--- config.mk ---
export PLATFORM = sky130hd
export DESIGN_NAME = inverse_lerp
export DESIGN_NICKNAME = d
export VERILOG_FILES = /design/src/rtl/inverse_lerp.sv
export SDC_FILE = /design/constraint.sdc
export NUM_CORES = 1
export LEC_CHECK = 0
export CAP_MARGIN = 20
export CORE_MARGIN = 2
export CORE_UTILIZATION = 40
export DETAILED_ROUTE_END_ITERATION = 6
export SETUP_SLACK_MARGIN = 0.2
export SLEW_MARGIN = 20
export SYNTH_ARGS = -nofsm -noshare
export SYNTH_HDL_FRONTEND = slang
export SYNTH_SLANG_ARGS = --single-unit
--- constraint.sdc ---
create_clock -name clk -period 8.8 [get_ports clk]
set_input_delay 2.2 -clock clk [delete_from_list [all_inputs] [get_ports clk]]
set_output_delay 2.2 -clock clk [all_outputs]
set_load 0.05 [all_outputs]
--- src/rtl/inverse_lerp.sv ---
// Inverse linear interpolator: ratio = (x-a)/(b-a) in QU0.r via a restoring divider.
// Define INVERSE_LERP_ROUND_EN for round-half-up on the ratio (one extra guard-bit iteration).
module inverse_lerp #(
    parameter int INPUT_BITS      = 16,
    parameter int RATIO_FRAC_BITS = 8
) (
    input  logic                       clk,
    input  logic                       reset,
    input  logic                       in_valid,
    output logic                       in_ready,
    input  logic [INPUT_BITS-1:0]      a,
    input  logic [INPUT_BITS-1:0]      b,
    input  logic [INPUT_BITS-1:0]      x,
    output logic                       out_valid,
    input  logic                       out_ready,
    output logic [RATIO_FRAC_BITS-1:0] ratio,
    output logic                       clamped,
    output logic                       degenerate
);

`ifdef INVERSE_LERP_ROUND_EN
    localparam int ITERS = RATIO_FRAC_BITS + 1;
`else
    localparam int ITERS = RATIO_FRAC_BITS;
`endif
    localparam int CNT_W = $clog2(ITERS + 1);

    typedef enum logic [1:0] {IDLE, DIV, DONE} state_t;

    state_t state, state_nxt;

    logic signed [INPUT_BITS:0]   num, den;
    logic [INPUT_BITS-1:0]        num_mag, den_mag;
    logic                         signs_differ, go_div;
    logic [INPUT_BITS-1:0]        rem, den_q, rem_nxt;
    logic [ITERS-1:0]             quo, quo_nxt;
    logic [CNT_W-1:0]             cnt;
    logic                         qbit;
    logic [RATIO_FRAC_BITS-1:0]   ratio_q;
    logic                         clamped_q, degen_q;

    function automatic logic [INPUT_BITS-1:0] mag(input logic signed [INPUT_BITS:0] v);
        return v[INPUT_BITS] ? INPUT_BITS'(-v) : INPUT_BITS'(v);
    endfunction

    // One restoring step: returns {quotient bit, next remainder}.
    function automatic logic [INPUT_BITS:0] div_step(input logic [INPUT_BITS-1:0] r,
                                                     input logic [INPUT_BITS-1:0] d);
        logic [INPUT_BITS:0] r2;
        r2 = {r, 1'b0};
        if (r2 >= {1'b0, d})
            return {1'b1, INPUT_BITS'(r2 - {1'b0, d})};
        else
            return {1'b0, r2[INPUT_BITS-1:0]};
    endfunction

    // Converts the raw quotient to {clamped, ratio}.
    function automatic logic [RATIO_FRAC_BITS:0] finish_quo(input logic [ITERS-1:0] q);
`ifdef INVERSE_LERP_ROUND_EN
        logic [RATIO_FRAC_BITS:0] s;
        s = {1'b0, q[ITERS-1:1]} + (RATIO_FRAC_BITS+1)'(q[0]);
        if (s[RATIO_FRAC_BITS])
            return {1'b1, {RATIO_FRAC_BITS{1'b1}}};
        else
            return {1'b0, s[RATIO_FRAC_BITS-1:0]};
`else
        return {1'b0, q};
`endif
    endfunction

    assign num          = $signed({1'b0, x}) - $signed({1'b0, a});
    assign den          = $signed({1'b0, b}) - $signed({1'b0, a});
    assign num_mag      = mag(num);
    assign den_mag      = mag(den);
    assign signs_differ = num[INPUT_BITS] ^ den[INPUT_BITS];
    assign go_div       = (den != '0) && (num != '0) && !signs_differ && (num_mag < den_mag);

    assign {qbit, rem_nxt} = div_step(rem, den_q);
    assign quo_nxt         = (quo << 1) | ITERS'(qbit);

    always_ff @(posedge clk) begin
        if (reset)
            state <= IDLE;
        else
            state <= state_nxt;
    end

    always_comb begin
        state_nxt = state;
        case (state)
            IDLE: if (in_valid) state_nxt = go_div ? DIV : DONE;
            DIV:  if (cnt == CNT_W'(1)) state_nxt = DONE;
            DONE: if (out_ready) state_nxt = IDLE;
            default: state_nxt = IDLE;
        endcase
    end

    always_comb begin
        in_ready  = (state == IDLE);
        out_valid = (state == DONE);
    end

    // Result flags are classified on accept; the divider only fills in the case-5 ratio.
    always_ff @(posedge clk) begin
        if (reset) begin
            ratio_q   <= '0;
            clamped_q <= 1'b0;
            degen_q   <= 1'b0;
        end else begin
            case (state)
                IDLE: if (in_valid) begin
                    ratio_q   <= '0;
                    clamped_q <= 1'b0;
                    degen_q   <= 1'b0;
                    if (den == '0)
                        degen_q <= 1'b1;
                    else if (num == '0)
                        clamped_q <= 1'b0;
                    else if (signs_differ)
                        clamped_q <= 1'b1;
                    else if (num_mag >= den_mag) begin
                        ratio_q   <= '1;
                        clamped_q <= 1'b1;
                    end
                end
                DIV: if (cnt == CNT_W'(1))
                    {clamped_q, ratio_q} <= finish_quo(quo_nxt);
                default: ;
            endcase
        end
    end

    always_ff @(posedge clk) begin
        if (state == IDLE) begin
            rem   <= num_mag;
            den_q <= den_mag;
            quo   <= '0;
            cnt   <= CNT_W'(ITERS);
        end else if (state == DIV) begin
            rem <= rem_nxt;
            quo <= quo_nxt;
            cnt <= cnt - CNT_W'(1);
        end
    end

    assign ratio      = ratio_q;
    assign clamped    = clamped_q;
    assign degenerate = degen_q;

endmodule

After elaboration in Yosys (flattened, before gate mapping):

Cells that the tools add are included.

* magnitude comparators: 3
* muxes and demuxes: 25
* add/subtract/negate cells: 6
* equality and inequality tests: 6
* bitwise logic cells: 2
* reduce and logical (&&, ||, !) cells: 13

Operator list (number)
* 16-bit 2-to-1 mux: 4
* 8-bit 2-to-1 mux: 6
* 17-bit zero test: 2
* 17-bit nonzero test: 2
* 16-bit by 16-bit subtractor with 17-bit output: 2
* 16-bit negator: 2
* 17-bit by 16-bit greater-or-equal comparator with 1-bit output: 1
* 17-bit 2-to-1 mux: 1
* 16-bit greater-or-equal comparator: 1
* 16-bit less-than comparator: 1
* 8-bit one-hot mux with 2 select lines: 1
* 16-bit subtractor: 1
* 2-bit 2-to-1 mux: 4
* 8-bit by 1-bit bitwise OR with 8-bit output: 1
* 1-bit 2-to-1 mux: 7
* 2-bit one-hot mux with 3 select lines: 1
* 3-bit AND reduction: 2
* 4-bit by 1-bit == test with 1-bit output (second input constant): 1
* 2-bit != test (second input constant): 2
* 4-bit by 1-bit subtractor with 4-bit output (second input constant): 1
* 1-bit logical AND: 3
* 2-bit by 1-bit == test with 1-bit output (second input constant): 1
* 2-bit == test (second input constant): 1
* 2-bit zero test: 1
* 6 further kinds: 6

* word-level logic and storage cells: 63
* output and inout port bits: 12
* input port bits: 52
* bits in registers: 55

Longest topological paths before layout:

Gate-level depths: netlist of the first run.

* word-level depth: 10
* gate-level depth with buffers: 23
* gate-level depth less buffers: 22

Least setup slack after synthesis of the first run:

Ideal clock, no wire load.

* kind: input to register
* from: in a[10]
* to: reg ratio_q[0], in the netlist ratio[0]
* library setup time: 0.143 ns
* arrival: 6.787 ns
* cell stages on the path: 22
* buffers on the path: 3
* data required time: 8.657 ns
* slack: 1.870 ns
* cells stage by stage: inv_1 > ha_1 > clkbuf_1 > a21o_1 > a221o_1 > o21a_1 > o21a_1 > o41a_1 > clkbuf_1 > nor2_1 > xor2_1 > inv_1 > ha_1 > and3_1 > a221o_1 > a221o_1 > a221o_1 > a41o_1 > and2_1 > clkbuf_1 > o41ai_1 > a41oi_1

* elaborated cells between the ends (all ways): 16
* classes of those cells: add/sub (4); order compare (1); mux (8); bitwise (1); reduce/logical (2)

RTL lines
* start, declared: line 11 `input logic [INPUT_BITS-1:0] a,`
* 16-bit by 16-bit subtractor with 17-bit output: line 72 `assign den = $signed({1'b0, b}) - $signed({1'b0, a});`
* 16-bit 2-to-1 mux: line 43 `return v[INPUT_BITS] ? INPUT_BITS'(-v) : INPUT_BITS'(v);`
* via den_mag[3]: line 33 `logic [INPUT_BITS-1:0] num_mag, den_mag;`
* 16-bit greater-or-equal comparator: line 121 `else if (num_mag >= den_mag) begin`
* 8-bit 2-to-1 mux: line 121
* 8-bit 2-to-1 mux: line 119 `else if (signs_differ)`
* 8-bit 2-to-1 mux: line 117 `else if (num == '0)`
* 8-bit 2-to-1 mux: line 115 `if (den == '0)`
* 8-bit 2-to-1 mux: line 111 `IDLE: if (in_valid) begin`
* 8-bit one-hot mux with 2 select lines: line 110 `case (state)`
* end signal, assigned: line 127 `{clamped_q, ratio_q} <= finish_quo(quo_nxt);`
* end, declared: line 39 `logic [RATIO_FRAC_BITS-1:0] ratio_q;`

The timed path passes the listed nets, and every way through them passes these cells. The select of a mux whose other input is x is not followed.
A chain may end at the register's enable or synchronous reset.

Final worst setup path of the first run:

* from: in b[0]
* to: reg ratio_q[0], in the netlist ratio[0]

* word-level cells in the longest chain between the ends: 10
* elaborated cells between the ends (all ways): 12
* classes of those cells: add/sub (2); order compare (1); mux (7); bitwise (1); reduce/logical (1)

RTL lines
* start, declared: line 12 `input logic [INPUT_BITS-1:0] b,`
* 16-bit by 16-bit subtractor with 17-bit output (*): line 72
* 16-bit negator: line 43
* 16-bit 2-to-1 mux (*): line 43
* via den_mag[3]: line 33
* 16-bit greater-or-equal comparator (*): line 121
* 8-bit 2-to-1 mux (*): line 121
* 8-bit 2-to-1 mux (*): line 119
* 8-bit 2-to-1 mux (*): line 117
* 8-bit 2-to-1 mux (*): line 115
* 8-bit 2-to-1 mux (*): line 111
* 8-bit one-hot mux with 2 select lines (*): line 110

Mark *: on every way through the listed nets, which the timed path passes. The rest lies on a longest branch. The select of a mux whose other input is x is not followed.

==> results.md, run 1 <==
Critical path:
- The startpoint identified for the worst register-to-register timing path is den_q[0].
- For the worst setup path, the data required time is 8.93 ns.
- Setup slack on the worst reg-to-reg path comes out at 5.77 ns.
- In this run the worst path has a maximum fanout of 13.
- The worst setup path is captured at a flip-flop.
- Data on the critical path arrives at its endpoint at 7.75 ns.
- The worst setup path is launched from an input pin.
- For the worst flop-to-flop path, the logic depth is 9.
- The critical path in this run is classified as in2reg.
- The endpoint identified for the worst register-to-register timing path is rem[14].

Logic synthesis:
- Each instance of the synthesized netlist takes up on average 7.838 µm².
- Among all flip-flop cells after synthesis, the most frequent one is edfxtp_1.
- The synthesized netlist contains 76 unique library cells.
- The number of enable flip-flop cells after synthesis is 32.
- When the netlist entered floorplanning its net count stood at 906.
- Counting flops and latches in the post-synthesis netlist gives 55.
- The sequential-to-total area share from yosys stat is 0.2313.
- For this run, asynchronously set or reset flops after synthesis account for 0.
- After synthesis the cells add up to 6145 µm².
- The instance count of the mapped netlist is 784.
- For this run, the number of Yosys warnings is 0.

Clocking:
- The total number of H-tree levels is 2.
- The clock drives 55 sinks.
- Buffers inserted to repair hold after CTS numbered 0.
- The clock root buffer master is clkbuf_16.
- The clock passes through at most 2 buffers.
- The clock reaches the later pin of the worst-skew pair after 0.29 ns.
- After clock tree synthesis, the clock-pin slew on the worst setup and hold paths is 0.07 ns.
- The number of gates resized after CTS was 0.
- The number of buffers created by CTS is 5.
- The number of buffers added for setup after CTS is 0.
- TritonCTS built the clock tree.

STA:
- The measured slew at the worst slew-check pin is 0.9625 ns.
- The number of pins exceeding their max-slew limit in the final report is 0.
- Setup violations remaining at the end of the flow were counted as 0.
- Measured against its own limit, the worst slew margin works out to 0.3560.
- The time the final worst path needs with I/O delays and setup is 7.619 ns.
- Across all hold checks on the routed design, the worst slack comes to 0.4495 ns.
- For the final routed database, the setup TNS stands at 0 ns.
- Setup repair after global routing left no endpoint under its margin.
- The hold violation total from the final report was 0.
- The period utilization is 0.8658.
- Across the routed clock network, the largest skew measured is 0.003609 ns.
- Timing would allow up to 131.2 MHz.

Detailed routing:
- The uppermost signal routing layer after detailed routing is met4.
- The count of routing violations after the opening detailed-route iteration is 361.
- Dividing the detail-routed wire length by the instance count gives 16.45 µm.
- The count of TritonRoute iterations in the first routing pass is 4.
- For this run, design rule violations remaining after detail routing come to 0.
- Summing over every cut layer, the via total after detailed routing is 5,814.
- The number of antenna-violating nets in the routed design is 0.
- The overall routed net length is 16,840 µm.
- Summed over all nets, wire length on met2 after detailed routing comes to 8480 µm.
- After detailed routing, the wire length on met1 is 7474 µm.
- Using the TritonRoute via totals, the vias-per-cell ratio works out to 5.678.
- After detailed routing, the met3 layer carries 577 µm of wire.

GRT:
- Across every metal layer, demand over resource in global routing totals 0.2056.
- The aggregate global routing overflow is 0.
- The first global-routing pass estimated 27,530 µm of wire.
- The number of antenna violations at the first check in global routing is 0.
- The number of global-route vias before repair is 5,735.
- The largest net degree at the start of global routing is 30.

Layout:
- The area of all placed cells without fillers is 7128 µm².
- The share of post-route cells with drive strength above 1 is 0.03828.
- Leaving out filler cells and counting taps, the final layout contains 1,024.
- The library cell used most frequently in the layout, excluding fill and tap cells, is nor2_1.
- The layout net count is 957.
- The number of antenna diodes in the final layout is 0.
- In the layout the commonest cells are 89 x nor2_1, 71 x inv_1, 67 x ha_1.
- Compared with the post-synthesis result, the final layout area differs by 16.00%.
- The filler cells instantiated in the layout total 1,520.

Floorplan:
- Pin placement for this block handled 64 I/O pins.
- In this run the vertical extent of the chip is 127.9 µm.
- The total die area is 16,370 µm².
- The standard cell core area is 15,090 µm².
- For this configuration, the core starts out at a cell density of 0.4072.
- The number of rows in the core area is 45.
- The chip width is 127.9 µm.

Placement:
- Including well taps, the total number of placed cells is 1,016.
- The HPWL reported at the end of detailed placement is 13,690 µm.
- The weighted congestion at the end of routability-driven global placement is 0.9960.
- The port buffer count is 63.
- Summing all placed instances gives a cell area of 6965 µm².

Min path:
- The startpoint of the tightest hold check path is quo[6].
- Counting instances, the worst hold path has a depth of 2.
- The path with the worst hold slack has its endpoint at quo[6].
- The class of the tightest hold or removal check is reg2reg.

Power and ir drop:
- Of the total power, the share spent switching nets is 0.4726.
- The power density relative to cell area is 301.8 nW/µm².
- The internal power contribution is 1135 µW.
- For this design the static power due to leakage is 0.003065 µW.
- In this run the power spent charging and discharging nets is 1017 µW.
- The worst-case IR drop observed on VDD is 129.3 µV.
- The sequential group share of total power is 0.227.
- Of the total power, combinational logic draws 0.673.
- Of the total power, the clock network draws 0.100.

Status:
- The flow ran to the end, and the final reports show no timing, DRC or antenna violations.

Flow run:
- The tool flagged a number of max-cap violations equal to 0.
[flip-flops by register name (all words and copies together) (netlist names)]
register,cells
ratio,8
degenerate,1
cnt,4
state,2
rem,16
clamped,1
den_q,16
quo,7
[power groups by stage]
stage               sequential [µW]  clock [µW]  combinational, µW
floorplan                       521           0               1040
global placement                490           0               1390
detailed placement              495           0               1430
CTS                             489         222               1440
global route                    502         229               1620
finish                          488         216               1450
[logic make-up after synthesis]
| family | after synthesis | share of synthesized area |
|---|---|---|
| flip-flops | 55 | 0.2313 |
| adder cells (fa/ha/maj) | 70 | 0.1462 |
| multiplexers | 5 | 0.008552 |
| buffers and inverters | 96 | 0.05987 |
| AO/OA/AOI/OAI | 230 | 0.2552 |
| XOR/XNOR | 63 | 0.08980 |
| AND/OR/NAND/NOR | 265 | 0.2091 |
[metal layers]
layer,up-vias,global-route usage
met5,-,0
met1,2734,0.2584
met4,0,0.05559
met2,137,0.3768
li1,2925,-
met3,18,0.01753
[cell usage after synthesis (3+ instances only)]
master | n | area [µm²]
a21o_1 | 16 | 120.1
o21ai_0 | 49 | 245.2
fa_1 | 3 | 60.06
mux2i_1 | 3 | 30.03
nor3_1 | 20 | 100.1
and2_1 | 10 | 62.56
nand4_1 | 9 | 56.30
nand3_1 | 9 | 45.04
o21ai_1 | 3 | 15.01
nor4_1 | 6 | 37.54
buf_2 | 3 | 15.01
and3_1 | 11 | 68.82
inv_1 | 71 | 266.5
edfxtp_1 | 32 | 960.9
o22ai_1 | 4 | 25.02
o21a_1 | 16 | 120.1
dfxtp_1 | 23 | 460.4
nor2b_1 | 8 | 50.05
a21oi_1 | 60 | 300.3
or3_1 | 5 | 31.28
or2_2 | 5 | 31.28
nand2b_1 | 14 | 87.58
a221o_1 | 7 | 70.07
xnor2_1 | 40 | 350.3
o311a_1 | 3 | 30.03
a31oi_1 | 6 | 37.54
nand3b_1 | 3 | 22.52
ha_1 | 67 | 838.3
clkbuf_1 | 21 | 78.83
a211oi_1 | 11 | 82.58
xor2_1 | 23 | 201.4
o31ai_1 | 3 | 22.52
nand2_1 | 62 | 232.7
nor2_1 | 89 | 334.1
o211ai_1 | 11 | 82.58
[per-stage QoR]
| step | total power [µW] | worst slack, ns | utilization |
|---|---|---|---|
| after floorplan | 1565 | 1.870 | - |
| after global placement | 1882 | 1.009 | 0.4616 |
| after detailed placement | 1922 | 0.8823 | 0.4616 |
| after CTS | 2147 | 1.169 | 0.4724 |
| after global routing | 2347 | 0.6899 | 0.4724 |
| final | 2151 | 1.181 | 0.4724 |
[worst max path at each step]
stage / startpoint / endpoint
6_report: b[0] / ratio[0]
5_1_grt: b[0] / ratio[0]
4_1_cts: b[0] / ratio[0]
3_5_place_dp: b[0] / ratio[0]
3_3_place_gp: b[0] / ratio[0]
2_1_floorplan: a[10] / ratio[0]
[critical path: stages]
cell and delay, ns:
clkdlybuf4s50_1 0.50, inv_1 0.05, ha_1 0.20, fa_1 0.40, nand2b_1 0.18, a21oi_1 0.30, o311a_1 0.28, o21a_1 0.18
o21a_1 0.20, o41a_1 0.49, nor2_1 0.12, xor2_1 0.21, inv_1 0.07, ha_1 0.28, and3_1 0.19, a221o_1 0.32
a221o_1 0.35, a221o_1 0.35, a41o_1 0.26, and2_1 0.25, o41ai_1 0.27, a41oi_1 0.07
[layout make-up]
type	count	area, µm²	area share
clock buffers	7	153.9	0.02159
clock inverters	1	8.758	0.001229
inverters	71	266.5	0.03739
multi-input cells	633	4367	0.6126
flip-flops and latches	55	1421	0.1994
well taps	188	235.2	0.03300
repair buffers	69	675.6	0.09479
(Power assumes the default switching activity.)
==> run 2: changes to the inputs <==
--- a/config.mk
+++ b/config.mk
@@ -8,6 +8,7 @@
 export CAP_MARGIN = 20
 export CORE_MARGIN = 2
 export CORE_UTILIZATION = 40
+export CTS_CLUSTER_DIAMETER = 40
 export DETAILED_ROUTE_END_ITERATION = 6
 export SETUP_SLACK_MARGIN = 0.2
 export SLEW_MARGIN = 20
==> results of run 2 <==
The final DEF is identical to that of run 1; final timing and power are the same.
==> run 3: changes to the inputs <==
--- a/config.mk
+++ b/config.mk
@@ -7,7 +7,7 @@
 export LEC_CHECK = 0
 export CAP_MARGIN = 20
 export CORE_MARGIN = 2
-export CORE_UTILIZATION = 40
+export CORE_UTILIZATION = 35
 export CTS_CLUSTER_DIAMETER = 40
 export DETAILED_ROUTE_END_ITERATION = 6
 export SETUP_SLACK_MARGIN = 0.2
==> constraint.sdc (replaced) <==
create_clock -name clk -period 7.11 [get_ports clk]
set_input_delay 1.7775 -clock clk [delete_from_list [all_inputs] [get_ports clk]]
set_output_delay 1.7775 -clock clk [all_outputs]
set_load 0.05 [all_outputs]
==> run 3 against run 2 <==
Sequential share of layout area fell by 0.66 points. Total power rose by 22%. Non-clock buffer count rose by 23. Utilization fell by 4.5 points. Combinational power rose by 22%. Sequential power rose by 24%. Flip-flop and latch count did not move. First-iteration DRC count fell by 23%. Critical path depth fell by 2. Clock skew rose by 0.0061 ns. Die area rose by 14%. Critical endpoint unchanged. Largest cell class unchanged. Largest power group unchanged. Highest routed layer unchanged.
==> results.md, run 3 (synthesis results as in run 1) <==
GRT:
- The wire length of the first global-routing pass is 26,390 µm.
- For this run, the total global-route usage over all layers was measured as 0.1749.
- The number of global-route vias before repair is 5,509.
- The number of antenna violations at the first check in global routing is 0.
- The aggregate global routing overflow is 0.
- Entering global routing, the biggest net connects 29 pins.

Detailed routing:
- The number of antenna-violating nets in the routed design is 0.
- In the routed design, unresolved DRC markers number 0.
- For this block, the routed nets add up to 15,890 µm of wire.
- The detail-routed via count per cell is 5.282.
- The first detailed-routing pass took 5 iterations.
- Detailed routing inserted a total of 5,726 vias.
- The count of routing violations after the opening detailed-route iteration is 277.
- The average wire per standard cell is 14.66 µm.

Flow run:
- The tool flagged a number of max-cap violations equal to 0.

Layout:
- The count of cells in the finished layout, fillers not included, comes to 1,084.
- The diode insertion count for antenna repair is 0.
- The total area of multi-input combinational cells is 4399 µm².
- Leaving out fill and tap cells, the most frequent cell in the layout is nor2_1.
- The share of post-route cells with drive strength above 1 is 0.07101.
- The total area of sequential cells is 1421 µm².
- In the final design database the tool counted 980 nets.
- From synthesis to final layout, the design area changed by 19.96%.
- After routing the design area is 7371 µm².
- Fill cells in the final layout number 1,722.
- In the layout the commonest cells are 89 x nor2_1, 71 x inv_1, 67 x ha_1.

Clocking:
- TritonCTS built the clock tree.
- Clock tree synthesis found a total of 55 sinks.
- Clock tree synthesis inserted a total of 5 buffers.
- The source-to-sink clock delay at the later pin of the worst-skew pair is 0.30 ns.
- No sink is reached through more buffers than the 2 on the longest clock path.
- CTS placed an instance of clkbuf_16 at the clock tree root.
- The total number of H-tree levels is 2.
- The clock edge transition at the registers on the reported setup and hold paths is 0.08 ns.

Floorplan:
- The floorplan step set the die width to 136.5 µm.
- The standard cell core area is 17,240 µm².
- The total die area is 18,630 µm².
- The effective utilization at floorplan is 0.3565.
- The number of rows in the core area is 48.
- The count of pins on the block boundary is 64.
- The die boundary height is 136.5 µm.

Placement:
- The number of cells in the design after placement is 1,075.
- The congestion estimate from routability-driven global placement came to 0.8971.
- The placement-stage cell area is 7177 µm².
- Input and output buffers added on the ports amount to 63.
- Prior to clock tree synthesis, the placed netlist has a worst setup slack of 0.1435 ns.
- The HPWL reported at the end of detailed placement is 13,160 µm.

Power and ir drop:
- The leakage component of the power is 0.003184 µW.
- VDD sags by at most 139.6 µV.
- The overall power of the completed layout is 2627 µW.
- The power density relative to cell area is 356.4 nW/µm².

STA:
- The hold violation total from the final report is 0.
- Counting I/O delays and the setup requirement, the final critical path takes 6.643 ns.
- The worst slew margin relative to its limit is 0.3176.
- Setup slack closes at 0.4668 ns.
- The setup skew after layout is 0.009674 ns.
- Setup repair after global routing could not meet its margin everywhere.
- The measured slew at the worst slew-check pin is 1.020 ns.
- The number of pins exceeding their max-slew limit in the final report is 0.
- Derived from the worst setup path, the maximum achievable clock frequency is 150.5 MHz.
- The period utilization is 0.9343.
- Summed over all failing endpoints, the final setup total negative slack is 0 ns.
- Setup violations remaining at the end of the flow were counted as 0.

Critical path:
- In this run the worst path has a maximum fanout of 5.
- The setup path with the least slack is of type in2reg.
- Data on the critical path is required at its endpoint by 7.24 ns.
- STA classifies the critical path startpoint as an input pin.
- The kind of end point of the critical path is a flip-flop.
- The worst path arrival time is 6.78 ns.

Min path:
- The class of the tightest hold or removal check is reg2reg.

Status:
- The run finished with clean final reports.
-- run 3: cell types whose count changed in the layout (fill, tap and decap cells not counted), sizes merged --
cell / previous run / this run
buf: 6 / 29
clkbuf: 7 / 5
clkinv: 0 / 2
-- run 3: routing by layer --
layer / wire [µm] / share of wire / GRT usage / up-vias
li1: - / - / - / 2971
met4: 580 / 0.037 / 0.07465 / 0
met5: 0 / 0 / 0 / -
met3: 431 / 0.027 / 0.01481 / 31
met1: 7634 / 0.48 / 0.2349 / 2588
met2: 7242 / 0.46 / 0.2875 / 136
-- run 3: final timing paths --
check	from	slack, ns	cells after the start	end
worst max-delay path	x[0]	0.47	20	ratio[0]
worst min-delay path	quo[6]	0.45	2	quo[6]
worst max register to register	rem[2]	3.97	11	rem[5]
worst min register to register	quo[6]	0.45	2	quo[6]
-- run 3: final cells by class --
class,count,area share
inverters,71,0.03616
flip-flops and latches,55,0.1928
multi-input cells,633,0.5968
well taps,225,0.03819
repair buffers,92,0.1151
clock inverters,3,0.003904
clock buffers,5,0.01698
-- run 3: worst max-delay path, cell delays in order --
cell and delay [ns]:
clkdlybuf4s50_1 0.49, inv_1 0.05, ha_1 0.21, fa_1 0.42, nand2b_1 0.22, a21oi_2 0.19
o211ai_1 0.16, a31oi_1 0.26, a221o_1 0.35, nor2_1 0.10, xor2_1 0.26, ha_1 0.30
and3_1 0.18, a221o_1 0.34, a221o_1 0.38, a221o_1 0.32, a41o_1 0.25, and2_1 0.18
o41ai_1 0.26, a41oi_1 0.07
-- run 3: what timing repair did --
action	CTS	global route
setup buffers	0	1
hold buffers	0	0
resized for setup	0	7
setup endpoints to repair	0	9
hold endpoints to repair	0	0
-- run 3: power breakdown --
part	switching (µW)	internal (µW)	leakage, µW
combinational	1020	748	0.00259
clock	118	134	0.0000759
sequential	75.5	528	0.000513
total	1220	1410	0.00318
-- run 3: through the flow --
stage / util / hold slack (ns)
2_1_floorplan: - / 0.4227
3_3_place_gp: 0.4164 / 0.4360
3_5_place_dp: 0.4164 / 0.4396
4_1_cts: 0.4253 / 0.4521
5_1_grt: 0.4276 / 0.4584
6_report: 0.4276 / 0.4463
